--- src/rtl/hazard_stall_ctrl.sv ---
// Stall and mult/div sequencing control for the five-stage MIPS pipeline.
// Decodes D/E/M instruction words into Tuse/Tnew and owns the HI/LO busy counter.
module hazard_stall_ctrl #(
   parameter int unsigned MULT_CYCLES = 5,
   parameter int unsigned DIV_CYCLES  = 10
) (
   input  logic        CLK,
   input  logic        Reset,
   input  logic [31:0] IMcode_D,
   input  logic [31:0] IMcode_E,
   input  logic [31:0] IMcode_M,
   output logic        Stall,
   output logic        md_start,
   output logic        md_busy,
   output logic [3:0]  md_cnt
);

   localparam int unsigned CNT_W = 4;

   localparam logic [5:0] OP_SPECIAL = 6'h00;
   localparam logic [5:0] OP_JAL     = 6'h03;
   localparam logic [5:0] OP_BEQ     = 6'h04;
   localparam logic [5:0] OP_BNE     = 6'h05;
   localparam logic [5:0] OP_ADDIU   = 6'h09;
   localparam logic [5:0] OP_SLTI    = 6'h0A;
   localparam logic [5:0] OP_ORI     = 6'h0D;
   localparam logic [5:0] OP_LUI     = 6'h0F;
   localparam logic [5:0] OP_LW      = 6'h23;
   localparam logic [5:0] OP_SW      = 6'h2B;

   localparam logic [5:0] F_JR    = 6'h08;
   localparam logic [5:0] F_MFHI  = 6'h10;
   localparam logic [5:0] F_MTHI  = 6'h11;
   localparam logic [5:0] F_MFLO  = 6'h12;
   localparam logic [5:0] F_MTLO  = 6'h13;
   localparam logic [5:0] F_MULT  = 6'h18;
   localparam logic [5:0] F_MULTU = 6'h19;
   localparam logic [5:0] F_DIV   = 6'h1A;
   localparam logic [5:0] F_DIVU  = 6'h1B;

   // Tuse of 3 means "not read": it is never below any Tnew (max 2).
   localparam logic [1:0] TUSE_NONE = 2'd3;

   localparam logic [CNT_W-1:0] MULT_LOAD = CNT_W'(MULT_CYCLES);
   localparam logic [CNT_W-1:0] DIV_LOAD  = CNT_W'(DIV_CYCLES);

   // D-stage decode: {uses HI/LO unit, Tuse rs, Tuse rt}
   function automatic logic [4:0] src_tuse(input logic [31:0] ins);
      logic       md;
      logic [1:0] tu_rs;
      logic [1:0] tu_rt;
      md    = 1'b0;
      tu_rs = TUSE_NONE;
      tu_rt = TUSE_NONE;
      case (ins[31:26])
         OP_SPECIAL: begin
            case (ins[5:0])
               F_JR: tu_rs = 2'd0;
               F_MULT, F_MULTU, F_DIV, F_DIVU: begin
                  md    = 1'b1;
                  tu_rs = 2'd1;
                  tu_rt = 2'd1;
               end
               F_MTHI, F_MTLO: begin
                  md    = 1'b1;
                  tu_rs = 2'd1;
               end
               F_MFHI, F_MFLO: md = 1'b1;
               default: begin
                  tu_rs = 2'd1;
                  tu_rt = 2'd1;
               end
            endcase
         end
         OP_BEQ, OP_BNE: begin
            tu_rs = 2'd0;
            tu_rt = 2'd0;
         end
         OP_ADDIU, OP_ORI, OP_SLTI, OP_LW: tu_rs = 2'd1;
         OP_SW: begin
            tu_rs = 2'd1;
            tu_rt = 2'd2;
         end
         default: ;
      endcase
      return {md, tu_rs, tu_rt};
   endfunction

   // Destination register and Tnew as seen from the E stage; dst 0 means none.
   function automatic logic [6:0] dst_tnew(input logic [31:0] ins);
      logic [4:0] dst;
      logic [1:0] tnew;
      dst  = 5'd0;
      tnew = 2'd0;
      if (ins != 32'd0) begin
         case (ins[31:26])
            OP_SPECIAL: begin
               case (ins[5:0])
                  F_JR, F_MTHI, F_MTLO, F_MULT, F_MULTU, F_DIV, F_DIVU: ;
                  default: begin
                     dst  = ins[15:11];
                     tnew = 2'd1;
                  end
               endcase
            end
            OP_ADDIU, OP_ORI, OP_SLTI, OP_LUI: begin
               dst  = ins[20:16];
               tnew = 2'd1;
            end
            OP_LW: begin
               dst  = ins[20:16];
               tnew = 2'd2;
            end
            OP_JAL: dst = 5'd31;
            default: ;
         endcase
      end
      return {dst, tnew};
   endfunction

   logic             d_md;
   logic [1:0]       tuse_rs;
   logic [1:0]       tuse_rt;
   logic [4:0]       rs_d;
   logic [4:0]       rt_d;
   logic [4:0]       dst_e;
   logic [1:0]       tnew_e;
   logic [4:0]       dst_m;
   logic [1:0]       tnew_m_e;
   logic [1:0]       tnew_m;
   logic             e_mult;
   logic             e_div;
   logic             stall_rs;
   logic             stall_rt;
   logic             stall_md;
   logic [CNT_W-1:0] cnt_nxt;

   // Hazard detection and mult/div start
   always_comb begin
      {d_md, tuse_rs, tuse_rt} = src_tuse(IMcode_D);
      {dst_e, tnew_e}          = dst_tnew(IMcode_E);
      {dst_m, tnew_m_e}        = dst_tnew(IMcode_M);
      rs_d     = IMcode_D[25:21];
      rt_d     = IMcode_D[20:16];
      // One stage later every Tnew has dropped by one; only lw still pending.
      tnew_m   = (tnew_m_e == 2'd2) ? 2'd1 : 2'd0;
      e_mult   = (IMcode_E[31:26] == OP_SPECIAL) &&
                 ((IMcode_E[5:0] == F_MULT) || (IMcode_E[5:0] == F_MULTU));
      e_div    = (IMcode_E[31:26] == OP_SPECIAL) &&
                 ((IMcode_E[5:0] == F_DIV) || (IMcode_E[5:0] == F_DIVU));
      md_start = (e_mult || e_div) && (md_cnt == '0);
      stall_rs = (rs_d != 5'd0) &&
                 (((rs_d == dst_e) && (tuse_rs < tnew_e)) ||
                  ((rs_d == dst_m) && (tuse_rs < tnew_m)));
      stall_rt = (rt_d != 5'd0) &&
                 (((rt_d == dst_e) && (tuse_rt < tnew_e)) ||
                  ((rt_d == dst_m) && (tuse_rt < tnew_m)));
      stall_md = d_md && (md_busy || md_start);
      Stall    = stall_rs || stall_rt || stall_md;
   end

   // Busy counter next value
   always_comb begin
      cnt_nxt = md_cnt;
      if (md_start) begin
         cnt_nxt = e_div ? DIV_LOAD : MULT_LOAD;
      end else if (md_cnt != '0) begin
         cnt_nxt = md_cnt - CNT_W'(1);
      end
   end

   always_ff @(posedge CLK) begin
      if (Reset) begin
         md_cnt  <= '0;
         md_busy <= 1'b0;
      end else begin
         md_cnt  <= cnt_nxt;
         md_busy <= (cnt_nxt != '0);
      end
   end

endmodule

--- config.mk ---
export PLATFORM = sky130hd
export DESIGN_NAME = hazard_stall_ctrl
export DESIGN_NICKNAME = d
export VERILOG_FILES = /design/src/rtl/hazard_stall_ctrl.sv
export SDC_FILE = /design/constraint.sdc
export NUM_CORES = 1
export LEC_CHECK = 0
export BUFFER_PORTS_ARGS = -buffer_cell sky130_fd_sc_hd__buf_2
export CORE_MARGIN = 5
export CORE_UTILIZATION = 35
export CTS_BUF_LIST = sky130_fd_sc_hd__clkbuf_4
export CTS_CLUSTER_SIZE = 8
export DETAILED_ROUTE_END_ITERATION = 8
export GPL_TIMING_DRIVEN = 0
export PLACE_DENSITY = 0.75
export SYNTH_ARGS = -nofsm -noshare
export SYNTH_HDL_FRONTEND = slang
export SYNTH_SLANG_ARGS = --single-unit
--- constraint.sdc ---
create_clock -name CLK -period 3.1 [get_ports CLK]
set_input_delay 0.465 -clock CLK [delete_from_list [all_inputs] [get_ports CLK]]
set_output_delay 0.465 -clock CLK [all_outputs]
set_load 0.01 [all_outputs]
After elaboration in Yosys (flattened, before gate mapping)
Index checks and enable logic that the tools add are counted.
{ "word_totals": {"regBits": 5, "latchBits": 0, "ram_bits": 0, "rom_bits": 0, "in_bits": 98, "elab_cells": 115, "memories": 0} }
{ "op_classes": {"n_addsub": 1, "mul": 0, "div": 0, "magnitude_cmp": 4, "eq_ne": 47, "shifts": 0, "mux": 22, "bitwise": 0, "n_reduce_logical": 39} }
{ "op_table": {"columns": ["op", "n"], "rows": [
  ["$eq A6 B5 Y1 const B", 20],
  ["$eq A6 B4 Y1 const B", 14],
  ["$reduce_bool A32 Y1", 2],
  ["$pmux W5 S3", 2],
  ["$eq A6 B6 Y1 const B", 4],
  ["$pmux W2 S3", 4],
  ["$eq A5 B5 Y1", 4],
  ["$mux W5", 4],
  ["$reduce_or A5 Y1", 4],
  ["$logic_not A6 Y1", 3],
  ["$reduce_or A7 Y1", 2],
  ["$eq A6 B2 Y1 const B", 2],
  ["$eq A6 B3 Y1 const B", 2],
  ["$mux W4", 3],
  ["$logic_and A1 B1 Y1", 10],
  ["$reduce_bool A5 Y1", 2],
  ["$logic_or A1 B1 Y1", 8],
  ["$reduce_bool A4 Y1", 2],
  ["$reduce_or A4 Y1", 2],
  ["$reduce_or A8 Y1", 1],
  ["$mux W2", 3],
  ["$mux W1", 5],
  ["$logic_not A4 Y1", 1],
  ["$lt A2 B1 Y1", 2],
  ["5 further kinds", 7]
]} }

Depth between registers and ports, before layout
{ "depth": {"ltp_word": 13, "depth_mapped": 12, "depth_no_buf": 12} }

Least setup slack after synthesis
No wires, ideal clock.
{ "synth_path": {"path_kind": "input port to output port", "start": "input port IMcode_D[27]", "end": "output port Stall", "t_arrival_ps": 2748, "required_time_ps": 2635, "setup_slack_ps": -113, "path_stages": 12, "n_path_buf": 0, "path_cell_list": "nor4_1 -> nand4_1 -> or2_2 -> o211ai_1 -> ha_1 -> o21bai_1 -> a211o_1 -> nor3_1 -> o2bb2a_4 -> nand4_1 -> o41ai_1 -> or4_1"} }
{ "synth_via": {"elab_chain_len": 9} }
{ "synth_rtl": {"columns": ["item", "line", "text"], "rows": [
  ["from (decl)", "9", "input logic [31:0] IMcode_D,"],
  ["$eq A6 B6 Y1 (tied with other cells)", "55", "case (ins[31:26])"],
  ["$reduce_or A5 Y1 (no line) or $reduce_or A2 Y1 (tied branches)", null, null],
  ["$pmux W2 S3", "55", null],
  ["$lt A2 B2 Y1 (tied with other cells)", "153", "(((rs_d == dst_e) && (tuse_rs < tnew_e)) ||"],
  ["$logic_and A1 B1 Y1, on equally long branches", null, null],
  ["$logic_or A1 B1 Y1, on equally long branches", "153, 156", null],
  ["$logic_and A1 B1 Y1, on equally long branches", "152, 155", null],
  ["$logic_or A1 B1 Y1", "159", "Stall = stall_rs || stall_rt || stall_md;"],
  ["$logic_or A1 B1 Y1 *", "159", null],
  ["to (decl)", "12", "output logic Stall,"]
]} }
Mark *: on every way between the ends. The rest lies on a longest branch, timed or not.

Final worst setup path
{ "layout_path": {"start": "input port IMcode_E[30]", "end": "output port Stall"} }
{ "layout_via": {"elab_chain_len": 10} }
{ "layout_rtl": {"columns": ["item", "line", "text"], "rows": [
  ["from (decl)", "10", "input logic [31:0] IMcode_E,"],
  ["$eq A6 B4 Y1 or $eq A6 B6 Y1 (tied branches)", "96", "case (ins[31:26])"],
  ["$reduce_or A4 Y1 or $reduce_or A5 Y1 (tied branches)", null, null],
  ["$pmux W2 S3 or $pmux W5 S3 (tied branches)", "96", null],
  ["$mux W2 or $mux W5 (tied branches)", "95", "if (ins != 32'd0) begin"],
  ["$lt A2 B2 Y1 (tied with other cells)", "153", null],
  ["$logic_and A1 B1 Y1, on equally long branches", "153, 156", null],
  ["$logic_or A1 B1 Y1, on equally long branches", "153, 156", null],
  ["$logic_and A1 B1 Y1, on equally long branches", "152, 155", null],
  ["$logic_or A1 B1 Y1", "159", null],
  ["$logic_or A1 B1 Y1 *", "159", null]
]} }
Marks and branches as above.

==> summary.md <==
| Metric | Value |
|---|---|
| Required @ worst endpoint | 2.63 ns |
| Reg2Reg Capture Point | md_cnt[0]$_SDFF_PP0_ |
| Synth unique cells | 42 |
| I/O Buffers | 84 |
| First-pass GRT wire length | about 6600 um |
| CTS Root Cell | clkbuf_4 |
| Area growth, synth to finish | 61.0% |
| HPWL after detailed placement | 3510 um |
| Slew Limit Fails | 0 |
| Final setup fails | 1 |
| Hold Fails Final Rpt | 0 |
| CP Max Fanout | 3 |
| Flop2flop setup slack | 1.29 ns |
| CTS tree | built |
| Status | finished, violations left |
| Clock group share of total power | 0.160 |
| Inserted Diodes | 0 |
| GR Overflow Total | 0 |
| Maximum vdd ir drop | 0.340 mV |
| CTS clk-pin slew, worst paths | approximately 0.050 ns |
| Post-synth EDFFs | 0 |
| Hold crit path type | input pin to flip-flop |
| Routed vias/inst | 5.35 |
| Violated checks | setup timing |
| FF+latch count, synth | 5 |
| Flop pwr share | 0.217 |
| Routed length per instance | ~13 um |
| Sw frac | 0.428 |
| Num CTS Buffers | 3 |
| DR DRC count | 0 |
| Gate power share | 0.623 |
| Critical path startpoint | IMcode_E[30] |
| Worst-Margin Slew | between 0.3 and 0.4 ns |
| Fin cells | 324 |
| Critical Path AT | 2.85 ns |
| Number of global-route vias before repair | 1647 |
| Nature of the critical path startpoint | input pin |
| Fraction of registers with async set/reset | 0 |
| Fillcell total | 354 |
| Total Routing Usage GR | 0.177 |
| DR iter-0 viols | 52 |
| Layout Skew | 0.00387 ns |
| Share of cells above drive strength 1 | 0.435 |
| Placed cell areas | 1690 um^2 |
| Sequential share of the synthesized area | 0.0839 |
| Reg2Reg Depth | 8 |
| Synth Flop Type | dfxtp_1 |
| Slew headroom | 0.747 |
| Synth Instances | about 170 |
| Io pins | about 110 |
| Fin crit share | 1.07 |
| Leak pwr | between 0.0008 and 0.0009 uW |
| Mux cell area share after synthesis | 0.00943 |
| Gpl congestion | 0.853 |
| Sink Count | 5 |
| Synth Area in XOR/XNOR | 0.132 |
| Vias | 1734 |
| Net Switching | 233 uW |
| Maxcap violations | 0 |
| Clock Path Buffers | 2 |
| Place WS | -0.389 ns |
| Die Wd | 68.4 um |
| Reg-to-reg critical path startpoint | md_cnt[0]$_SDFF_PP0_ |
| Die Area | about 4700 um^2 |
| Post-Synth Adder-Cell Area | 0.0314 |
| Final ANT Viol Nets | 0 |
| RSZ-0062 raised after global routing | true |
| Initial antenna violation count | 0 |
| Internal power | roughly 310 uW |
| Die Ht | 68.4 um |
| Worst Path Class, Setup | input pin to output pin |
| Initial core utilization | 0.361 |
| Final nets | 380 |
| Inst Count DP | just over 300 |
| Mean cell area of the mapped netlist | 6.86 um^2 |
| Post-synthesis compound-gate area fraction | 0.269 |
| Tmin final | 3.31 ns |
| Synth Area in Simple Gates | 0.458 |
| Warnings, synthesis | 0 |
| Fmax | just over 300 MHz |
| Setup ws final | -0.215 ns |
| H-tree depth | 1 |
| Rows | 21 |
| WL final | 4210 um |
| Final instance area | 1920 um^2 |
| Cell Area, Synth | roughly 1200 um^2 |
| Critical Path Sink Type | output pin |
| Pre-Repair DR Iteration Count | 4 |
| Later-pin clock latency in the skew report | around 0.25 ns |
| PD cells | 283 nW/um^2 |
| Largest net degree at the start of global routing | 8 |
| Core Area | between 3000 and 4000 um^2 |
| Critical path destination | Stall |
| Largest family of logic cells by synthesized area | simple AND/OR/NAND/NOR gates |
| Syn nets | 275 |
[worst max-delay path, stage by stage]
cell and delay (ns):
buf_6 0.09, or4_4 0.56, or4_4 0.46, nor3_4 0.24
nor3_2 0.06, o2bb2a_4 0.19, nand4_1 0.09, o41ai_2 0.07
or4_1 0.46, buf_2 0.15
[cell usage after synthesis, types with 6 or more instances]
| cell | n | area (um^2) |
|---|---|---|
| xor2_1 | 6 | 52.6 |
| and3_1 | 6 | 37.5 |
| a21oi_1 | 10 | 50.1 |
| nand2_1 | 13 | 48.8 |
| nor2_1 | 24 | 90.1 |
| o21ai_0 | 7 | 35.0 |
| nand4_1 | 6 | 37.5 |
| xnor2_1 | 12 | 105 |
| nor4_1 | 9 | 56.3 |
[power by group through the flow]
stage          combinational (uW)  sequential [uW]  clock, uW
2_1_floorplan                 187              123          0
3_3_place_gp                  316              118          0
3_5_place_dp                  326              118          0
4_1_cts                       340              118       90.3
5_1_grt                       383              122       90.9
6_report                      339              118       86.9
[layout by cell type (no fill, tap or decap), types with 2 or more instances in the layout]
cell type | netlist | layout
a211o_1 | 2 | 2
a21oi_1 | 10 | 10
a221o_1 | 4 | 4
a22oi_1 | 3 | 3
a31oi_1 | 5 | 5
and3_1 | 6 | 6
buf_2 | 0 | 80
buf_4 | 0 | 16
buf_6 | 0 | 3
clkbuf_4 | 0 | 4
dfxtp_1 | 5 | 5
ha_1 | 3 | 2
inv_1 | 5 | 5
nand2_1 | 13 | 13
nand2b_1 | 5 | 5
nand3_1 | 2 | 2
nand3b_1 | 2 | 2
nand4_1 | 6 | 6
nor2_1 | 24 | 22
nor2b_1 | 4 | 4
nor3_1 | 5 | 4
nor4_1 | 9 | 8
nor4b_1 | 3 | 3
o211ai_1 | 2 | 2
o21ai_0 | 7 | 6
or2_2 | 4 | 3
or3_1 | 4 | 4
or4_1 | 5 | 5
or4_4 | 2 | 2
xnor2_1 | 12 | 12
xor2_1 | 6 | 6
[worst min path at each step]
stage                          from              endpoint  cells after the start
5_1_grt                       Reset  md_cnt[3]$_SDFF_PP0_                      2
3_3_place_gp   md_cnt[2]$_SDFF_PP0_  md_cnt[2]$_SDFF_PP0_                      2
3_5_place_dp   md_cnt[2]$_SDFF_PP0_  md_cnt[2]$_SDFF_PP0_                      2
4_1_cts                       Reset  md_cnt[1]$_SDFF_PP0_                      2
6_report                      Reset  md_cnt[2]$_SDFF_PP0_                      2
2_1_floorplan                 Reset  md_cnt[1]$_SDFF_PP0_                      1
[stage by stage]
step / hold slack, ns / setup TNS [ns] / util / power [uW]
after floorplan: 0.534 / 0 / - / 310
after global placement: 0.542 / -0.362 / 0.509 / 434
after detailed placement: 0.557 / -0.389 / 0.509 / 444
after CTS: 0.422 / -0.190 / 0.579 / 548
after global routing: 0.452 / -0.329 / 0.580 / 596
final: 0.431 / -0.215 / 0.580 / 544
[cell families after synthesis]
group           after synthesis
compound gates               44
xor+xnor                     18
fa+ha+maj                     3
buf+inv                       5
flops                         5
mux                           1
simple gates                 98
[final cells by class]
class,count,area [um^2],area share
Inverter,5,18.8,0.00977
Timing Repair Buffer,100,569,0.296
Sequential cell,5,100,0.0521
Tap cell,46,57.6,0.0299
Multi-Input combinational cell,164,1150,0.596
Clock buffer,4,30.0,0.0156
[flip-flops by register name, summed over array words and instances (netlist names)]
register,cells
md_busy,1
md_cnt,4
[routing by layer]
layer,global-route usage,share of wire,up-vias
li1,-,-,886
met1,0.207,0.40,802
met2,0.343,0.54,43
met3,0.0164,0.049,3
met4,0.0298,0.0064,0
met5,0,0,-
[repair_timing]
action,CTS,global route
hold buffers,0,0
setup endpoints to repair,1,1
buffers inserted,17,0
pin swaps,12,2
gates resized for setup,16,2
Note: power is estimated with default switching activity, not from simulation.
